<file path="config.mk">
export PLATFORM = sky130hd
export DESIGN_NAME = spm_layer
export DESIGN_NICKNAME = d
export VERILOG_FILES = /design/src/rtl/spm_layer_pkg.sv /design/src/rtl/spm_act.sv /design/src/rtl/spm_layer.sv
export SDC_FILE = /design/constraint.sdc
export NUM_CORES = 1
export LEC_CHECK = 0
export CORE_MARGIN = 4
export CORE_UTILIZATION = 42
export DETAILED_ROUTE_END_ITERATION = 8
export PLACE_DENSITY = 0.55
export RECOVER_POWER = 100
export SLEW_MARGIN = 10
export SYNTH_ARGS = -nofsm -noshare
export SYNTH_HDL_FRONTEND = slang
export SYNTH_SLANG_ARGS = --single-unit
export TNS_END_PERCENT = 1
</file>
<file path="constraint.sdc">
create_clock -name clk -period 8.4 [get_ports clk]
set_input_delay 1.26 -clock clk [delete_from_list [all_inputs] [get_ports clk]]
set_output_delay 1.26 -clock clk [all_outputs]
set_load 0.01 [all_outputs]
</file>
<file path="src/rtl/spm_layer_pkg.sv">
// Shared definitions for the scalar-product layer: FSM states, activation
// encodings and width helpers used by the top level and the activation stage.
package spm_layer_pkg;

    typedef enum logic [2:0] {
        ST_IDLE,
        ST_LOAD_W,
        ST_LOAD_A,
        ST_COMPUTE,
        ST_OUTPUT
    } state_t;

    localparam int ACT_IDENTITY = 0;
    localparam int ACT_RELU     = 1;

    // Wide enough that summing n_inputs full-scale products can never wrap.
    function automatic int acc_width(input int data_w, input int n_inputs);
        return 2 * data_w + $clog2(n_inputs);
    endfunction

    function automatic int idx_width(input int n);
        return (n > 1) ? $clog2(n) : 1;
    endfunction

endpackage

</file>
<file path="src/rtl/spm_act.sv">
// Activation stage: arithmetic shift, optional ReLU, then saturation of a
// wide accumulator down to a DATA_W signed word. Purely combinational.
module spm_act
    import spm_layer_pkg::*;
#(
    parameter int DATA_W    = 16,
    parameter int ACC_W     = 33,
    parameter int FRAC_BITS = 0,
    parameter int ACT_MODE  = ACT_RELU
) (
    input  logic [ACC_W-1:0]  acc,
    output logic [DATA_W-1:0] result
);

    localparam logic signed [ACC_W-1:0] SAT_MAX = {{(ACC_W-DATA_W+1){1'b0}}, {(DATA_W-1){1'b1}}};
    localparam logic signed [ACC_W-1:0] SAT_MIN = {{(ACC_W-DATA_W+1){1'b1}}, {(DATA_W-1){1'b0}}};

    logic signed [ACC_W-1:0] acc_s;
    logic signed [ACC_W-1:0] shifted;

    assign acc_s = acc;

    always_comb begin
        shifted = acc_s >>> FRAC_BITS;
        if (ACT_MODE == ACT_RELU && shifted[ACC_W-1]) begin
            shifted = '0;
        end
        if (shifted > SAT_MAX) begin
            result = SAT_MAX[DATA_W-1:0];
        end else if (shifted < SAT_MIN) begin
            result = SAT_MIN[DATA_W-1:0];
        end else begin
            result = shifted[DATA_W-1:0];
        end
    end

endmodule

</file>
<file path="src/rtl/spm_layer.sv">
// Serial-input neural layer: loads a weight frame and an activation frame,
// runs one MAC per cycle for every neuron, then streams activated results.
module spm_layer
    import spm_layer_pkg::*;
#(
    parameter int DATA_W    = 16,
    parameter int N_NEURONS = 3,
    parameter int N_INPUTS  = 2,
    parameter int FRAC_BITS = 0,
    parameter int ACT_MODE  = ACT_RELU
) (
    input  logic                              clk,
    input  logic                              areset,
    input  logic                              i_valid,
    input  logic                              i_wsel,
    input  logic [DATA_W-1:0]                 i_value,
    output logic                              i_ready,
    output logic                              o_valid,
    input  logic                              o_ready,
    output logic [idx_width(N_NEURONS)-1:0]   o_index,
    output logic [DATA_W-1:0]                 o_result,
    output logic                              o_busy
);

    localparam int ACC_W   = acc_width(DATA_W, N_INPUTS);
    localparam int N_TOTAL = N_NEURONS * N_INPUTS;
    localparam int E_W     = idx_width(N_TOTAL);
    localparam int K_W     = idx_width(N_INPUTS);
    localparam int N_W     = idx_width(N_NEURONS);
    localparam int P_W     = 2 * DATA_W;

    localparam logic [E_W-1:0] E_LAST_W = E_W'(N_TOTAL - 1);
    localparam logic [E_W-1:0] E_LAST_A = E_W'(N_INPUTS - 1);
    localparam logic [K_W-1:0] K_LAST   = K_W'(N_INPUTS - 1);
    localparam logic [N_W-1:0] N_LAST   = N_W'(N_NEURONS - 1);

    state_t                  state;
    logic [E_W-1:0]          elem_cnt;
    logic [K_W-1:0]          k_cnt;
    logic [N_W-1:0]          n_cnt;
    logic signed [DATA_W-1:0] weights [N_TOTAL];
    logic signed [DATA_W-1:0] acts    [N_INPUTS];
    logic signed [ACC_W-1:0]  acc     [N_NEURONS];

    logic signed [P_W-1:0]   w_ext;
    logic signed [P_W-1:0]   a_ext;
    logic signed [P_W-1:0]   product;
    logic [ACC_W-1:0]        out_acc;

    // elem_cnt doubles as the flat weight index during COMPUTE (neuron-major).
    assign w_ext   = P_W'(weights[elem_cnt]);
    assign a_ext   = P_W'(acts[k_cnt]);
    assign product = w_ext * a_ext;

    assign i_ready = (state == ST_IDLE) || (state == ST_LOAD_W) || (state == ST_LOAD_A);
    assign o_busy  = (state != ST_IDLE);
    assign out_acc = acc[o_index];

    always_ff @(posedge clk or posedge areset) begin
        if (areset) begin
            state    <= ST_IDLE;
            elem_cnt <= '0;
            k_cnt    <= '0;
            n_cnt    <= '0;
            o_valid  <= 1'b0;
            o_index  <= '0;
            for (int i = 0; i < N_TOTAL; i++) weights[i] <= '0;
            for (int i = 0; i < N_INPUTS; i++) acts[i] <= '0;
            for (int i = 0; i < N_NEURONS; i++) acc[i] <= '0;
        end else begin
            case (state)
                ST_IDLE: begin
                    if (i_valid) begin
                        if (i_wsel) begin
                            weights[0] <= i_value;
                            if (N_TOTAL > 1) begin
                                state    <= ST_LOAD_W;
                                elem_cnt <= E_W'(1);
                            end
                        end else begin
                            acts[0] <= i_value;
                            if (N_INPUTS > 1) begin
                                state    <= ST_LOAD_A;
                                elem_cnt <= E_W'(1);
                            end else begin
                                state <= ST_COMPUTE;
                                for (int i = 0; i < N_NEURONS; i++) acc[i] <= '0;
                            end
                        end
                    end
                end
                ST_LOAD_W: begin
                    if (i_valid) begin
                        weights[elem_cnt] <= i_value;
                        if (elem_cnt == E_LAST_W) begin
                            elem_cnt <= '0;
                            state    <= ST_IDLE;
                        end else begin
                            elem_cnt <= elem_cnt + E_W'(1);
                        end
                    end
                end
                ST_LOAD_A: begin
                    if (i_valid) begin
                        acts[elem_cnt[K_W-1:0]] <= i_value;
                        if (elem_cnt == E_LAST_A) begin
                            elem_cnt <= '0;
                            state    <= ST_COMPUTE;
                            for (int i = 0; i < N_NEURONS; i++) acc[i] <= '0;
                        end else begin
                            elem_cnt <= elem_cnt + E_W'(1);
                        end
                    end
                end
                ST_COMPUTE: begin
                    acc[n_cnt] <= acc[n_cnt] + ACC_W'(product);
                    elem_cnt   <= elem_cnt + E_W'(1);
                    if (k_cnt == K_LAST) begin
                        k_cnt <= '0;
                        if (n_cnt == N_LAST) begin
                            n_cnt    <= '0;
                            elem_cnt <= '0;
                            state    <= ST_OUTPUT;
                            o_valid  <= 1'b1;
                            o_index  <= '0;
                        end else begin
                            n_cnt <= n_cnt + N_W'(1);
                        end
                    end else begin
                        k_cnt <= k_cnt + K_W'(1);
                    end
                end
                ST_OUTPUT: begin
                    if (o_ready) begin
                        if (o_index == N_LAST) begin
                            o_valid <= 1'b0;
                            o_index <= '0;
                            state   <= ST_IDLE;
                        end else begin
                            o_index <= o_index + N_W'(1);
                        end
                    end
                end
                default: state <= ST_IDLE;
            endcase
        end
    end

    spm_act #(
        .DATA_W   (DATA_W),
        .ACC_W    (ACC_W),
        .FRAC_BITS(FRAC_BITS),
        .ACT_MODE (ACT_MODE)
    ) u_act (
        .acc   (out_acc),
        .result(o_result)
    );

endmodule

</file>
==> reports/summary.txt <==
Status: complete, but fails checks
Violated checks: max-capacitance violations, max-slew violations
CTS tree: built
DRC viols: 0
Mapped Area: 22,300 sq um
Required time of the critical path: 8.86 ns
Most frequent cells in the layout: 340 x inv_1, 300 x fa_1, 251 x nand2_1, 238 x dfrtp_1, 175 x nor2_1
Layout cells sized above 1: 10.8%
Worst Path Max Fanout: 26
Initial DRC count: 1,075
Gates resized, CTS repair: 0
Placed wire-length estimate: 46.5 mm
Syn_nets: 2,703
DR vias: 16.3k
Asr flop ratio synth: 100%
Worst reg2reg startpoint: elem_cnt[2]
Main synth FF type: dfrtp_1
Normalized max-slew margin: -160%
Final Setup Violations: 0
DR WL/cell: 20.1 microns
Initial antenna violation count: 0
Synth unique cells: 62
Crit end category: register
Number of diodes: 0
Final slew viol count: 398
Initial Util: 42.4%
Largest net degree at the start of global routing: 84
Commonest non-fill, non-tap cell in the layout: inv_1
Hold Buf Count CTS: 0
Fin crit period: 7.96 ns
Startpoint Class: register
Area grow syn2layout: 9.40%
PortBufs: 40
Yosys reg bits: 239
Post-Syn Instances: 2,281
H-tree depth: 1
Max Cap Viol: 8
Max Buffers Root-to-Sink: 3
Die width: 238 microns
Post-synth EDFFs: 0
Die Y: 238 microns
Syn. warnings: 0
Hold slack: 0.479 ns
Gr usage total: 21.5%
Clk_skew: 0.0195 ns
CP arrival: 8.42 ns
Final Cycle Share: 94.7%
Site row count: 84
Total grt overflow: 0
Hold path start: weights[81]
Core area: 52,600 sq um
Via density: 5.42
Root Driver: clkbuf_16
Fin Setup TNS: 0 ns
Register-to-Register Path Depth: 24
Fmax achieved: 126 MHz
First drt pass iteration count: 5
Critical R2R Capture: acc[95]
Final nets: 2,716
Final Core Density: 46.4%
Total Routed Length: 60.5 mm
Hold violation total from the final report: 0
Vias in the first global route: 17.1k
RSZ-0062 raised after global routing: no
Setup Buffers After CTS: 0
Worst-path clk slew: 0.06 ns
DRT antenna net count: 0
Critical path endpoint: acc[95]
CTS Sinks: 239
WS Path Type: register to register
DIE AREA: 56,900 sq um
Hold WC Path Type: register to register
Flop-to-flop setup slack: 0.44 ns
Fill cell count: 5,010
Crit path from: elem_cnt[2]
Worst slew pin tran: 3.88 ns
First-pass GRT wire length: 96.7 mm
Fraction of the yosys area taken by sequential cells: 26.8%
Mapped Avg Cell Area: 9.78 sq um
Clk_lat worst skew: 0.56 ns
I/O pin total: 42
Placer Congestion: 0.900
TritonCTS buffer count: 27
## sequential cells by signal, summed over array words and instances, names as in the netlist
register  count
state         3
o_index       2
k_cnt         1
n_cnt         2
o_valid       1
weights      96
elem_cnt      3
acts         32
acc          99
## Yosys cell counts, types with 6 or more instances
cell type / instances / share of area (%)
ha_1: 101 / 5.7
nand2b_1: 19 / 0.53
or2_2: 8 / 0.22
a21oi_1: 70 / 1.6
o21a_1: 18 / 0.61
inv_1: 341 / 5.7
xor2_1: 9 / 0.35
fa_1: 300 / 27
nand2_1: 251 / 4.2
nor2_1: 176 / 3.0
o21ai_1: 23 / 0.52
clkbuf_1: 92 / 1.5
a21o_1: 11 / 0.37
nor2b_1: 6 / 0.17
nand3_1: 80 / 1.8
buf_1: 12 / 0.20
mux2_2: 138 / 7.0
xnor2_1: 31 / 1.2
a31oi_1: 6 / 0.17
a221o_1: 15 / 0.67
a22o_1: 15 / 0.59
dfrtp_1: 239 / 27
nor4_1: 11 / 0.31
o21ai_0: 142 / 3.2
mux2i_1: 82 / 3.7
nor3_1: 11 / 0.25
## layout make-up
cell class,instances,area (sq um),area share (%)
clock inverters,10,82.6,0.338
well taps,688,861,3.53
repair buffers,94,774,3.17
multi-input cells,1590,14600,59.9
flip-flops and latches,239,5980,24.5
clock buffers,38,787,3.23
inverters,342,1280,5.27
## critical path: stages, from the launching register on
cell and delay (ns):
dfrtp_4 0.67, buf_4 0.24, mux2_2 0.35, a221o_1 0.34
o21ai_1 0.38, buf_4 0.27, nor2_1 0.06, fa_1 0.47
fa_1 0.49, ha_1 0.21, fa_1 0.48, inv_1 0.06
fa_1 0.49, fa_1 0.50, inv_1 0.04, ha_1 0.37
and3_1 0.23, a221oi_2 0.55, a2111oi_2 0.22, o31ai_2 0.38
o21bai_1 0.14, a21o_1 0.25, a2111oi_4 0.35, a41oi_1 0.10
o21ai_0 0.19
## cell families after synthesis
logic type               synth area share, %
AND/OR/NAND/NOR                         11.3
buffers and inverters                   7.68
multiplexers                            10.8
AO/OA/AOI/OAI                           9.22
flip-flops                              26.8
other                                 0.0168
XOR/XNOR                                1.57
adder cells (fa/ha/maj)                 32.6
## metal layers
metal  global-route usage, %  vias up  part of all wire (%)  wire length [microns]
li1                        -     7404                     -                      -
met5                       0        -                     0                      0
met1                    29.8     8377                    43                  25900
met3                    3.13       79                   5.7                   3430
met4                    6.42        0                   3.1                   1870
met2                    35.4      403                    48                  29200
## metrics by stage
| stage | setup slack [ns] | cell area, sq um | cells |
|---|---|---|---|
| floorplan | 0.580 | 22300 | 2281 |
| global placement | 0.382 | 23600 | 2953 |
| detailed placement | 0.322 | 23600 | 2953 |
| CTS | 0.264 | 24400 | 3001 |
| global route | 0.0706 | 24400 | 3001 |
| finish | 0.443 | 24400 | 3001 |
## worst min path at each step
stage                   to  slack, ns  depth (start not counted)
4_1_cts        weights[81]       0.49                          2
3_5_place_dp   weights[81]       0.47                          2
6_report       weights[81]       0.48                          2
2_1_floorplan  weights[95]       0.45                          2
5_1_grt        weights[89]       0.50                          2
3_3_place_gp   weights[87]       0.46                          2
Power is not shown: default switching activity piles up to over one toggle a cycle in this logic, so the estimate is an artifact.
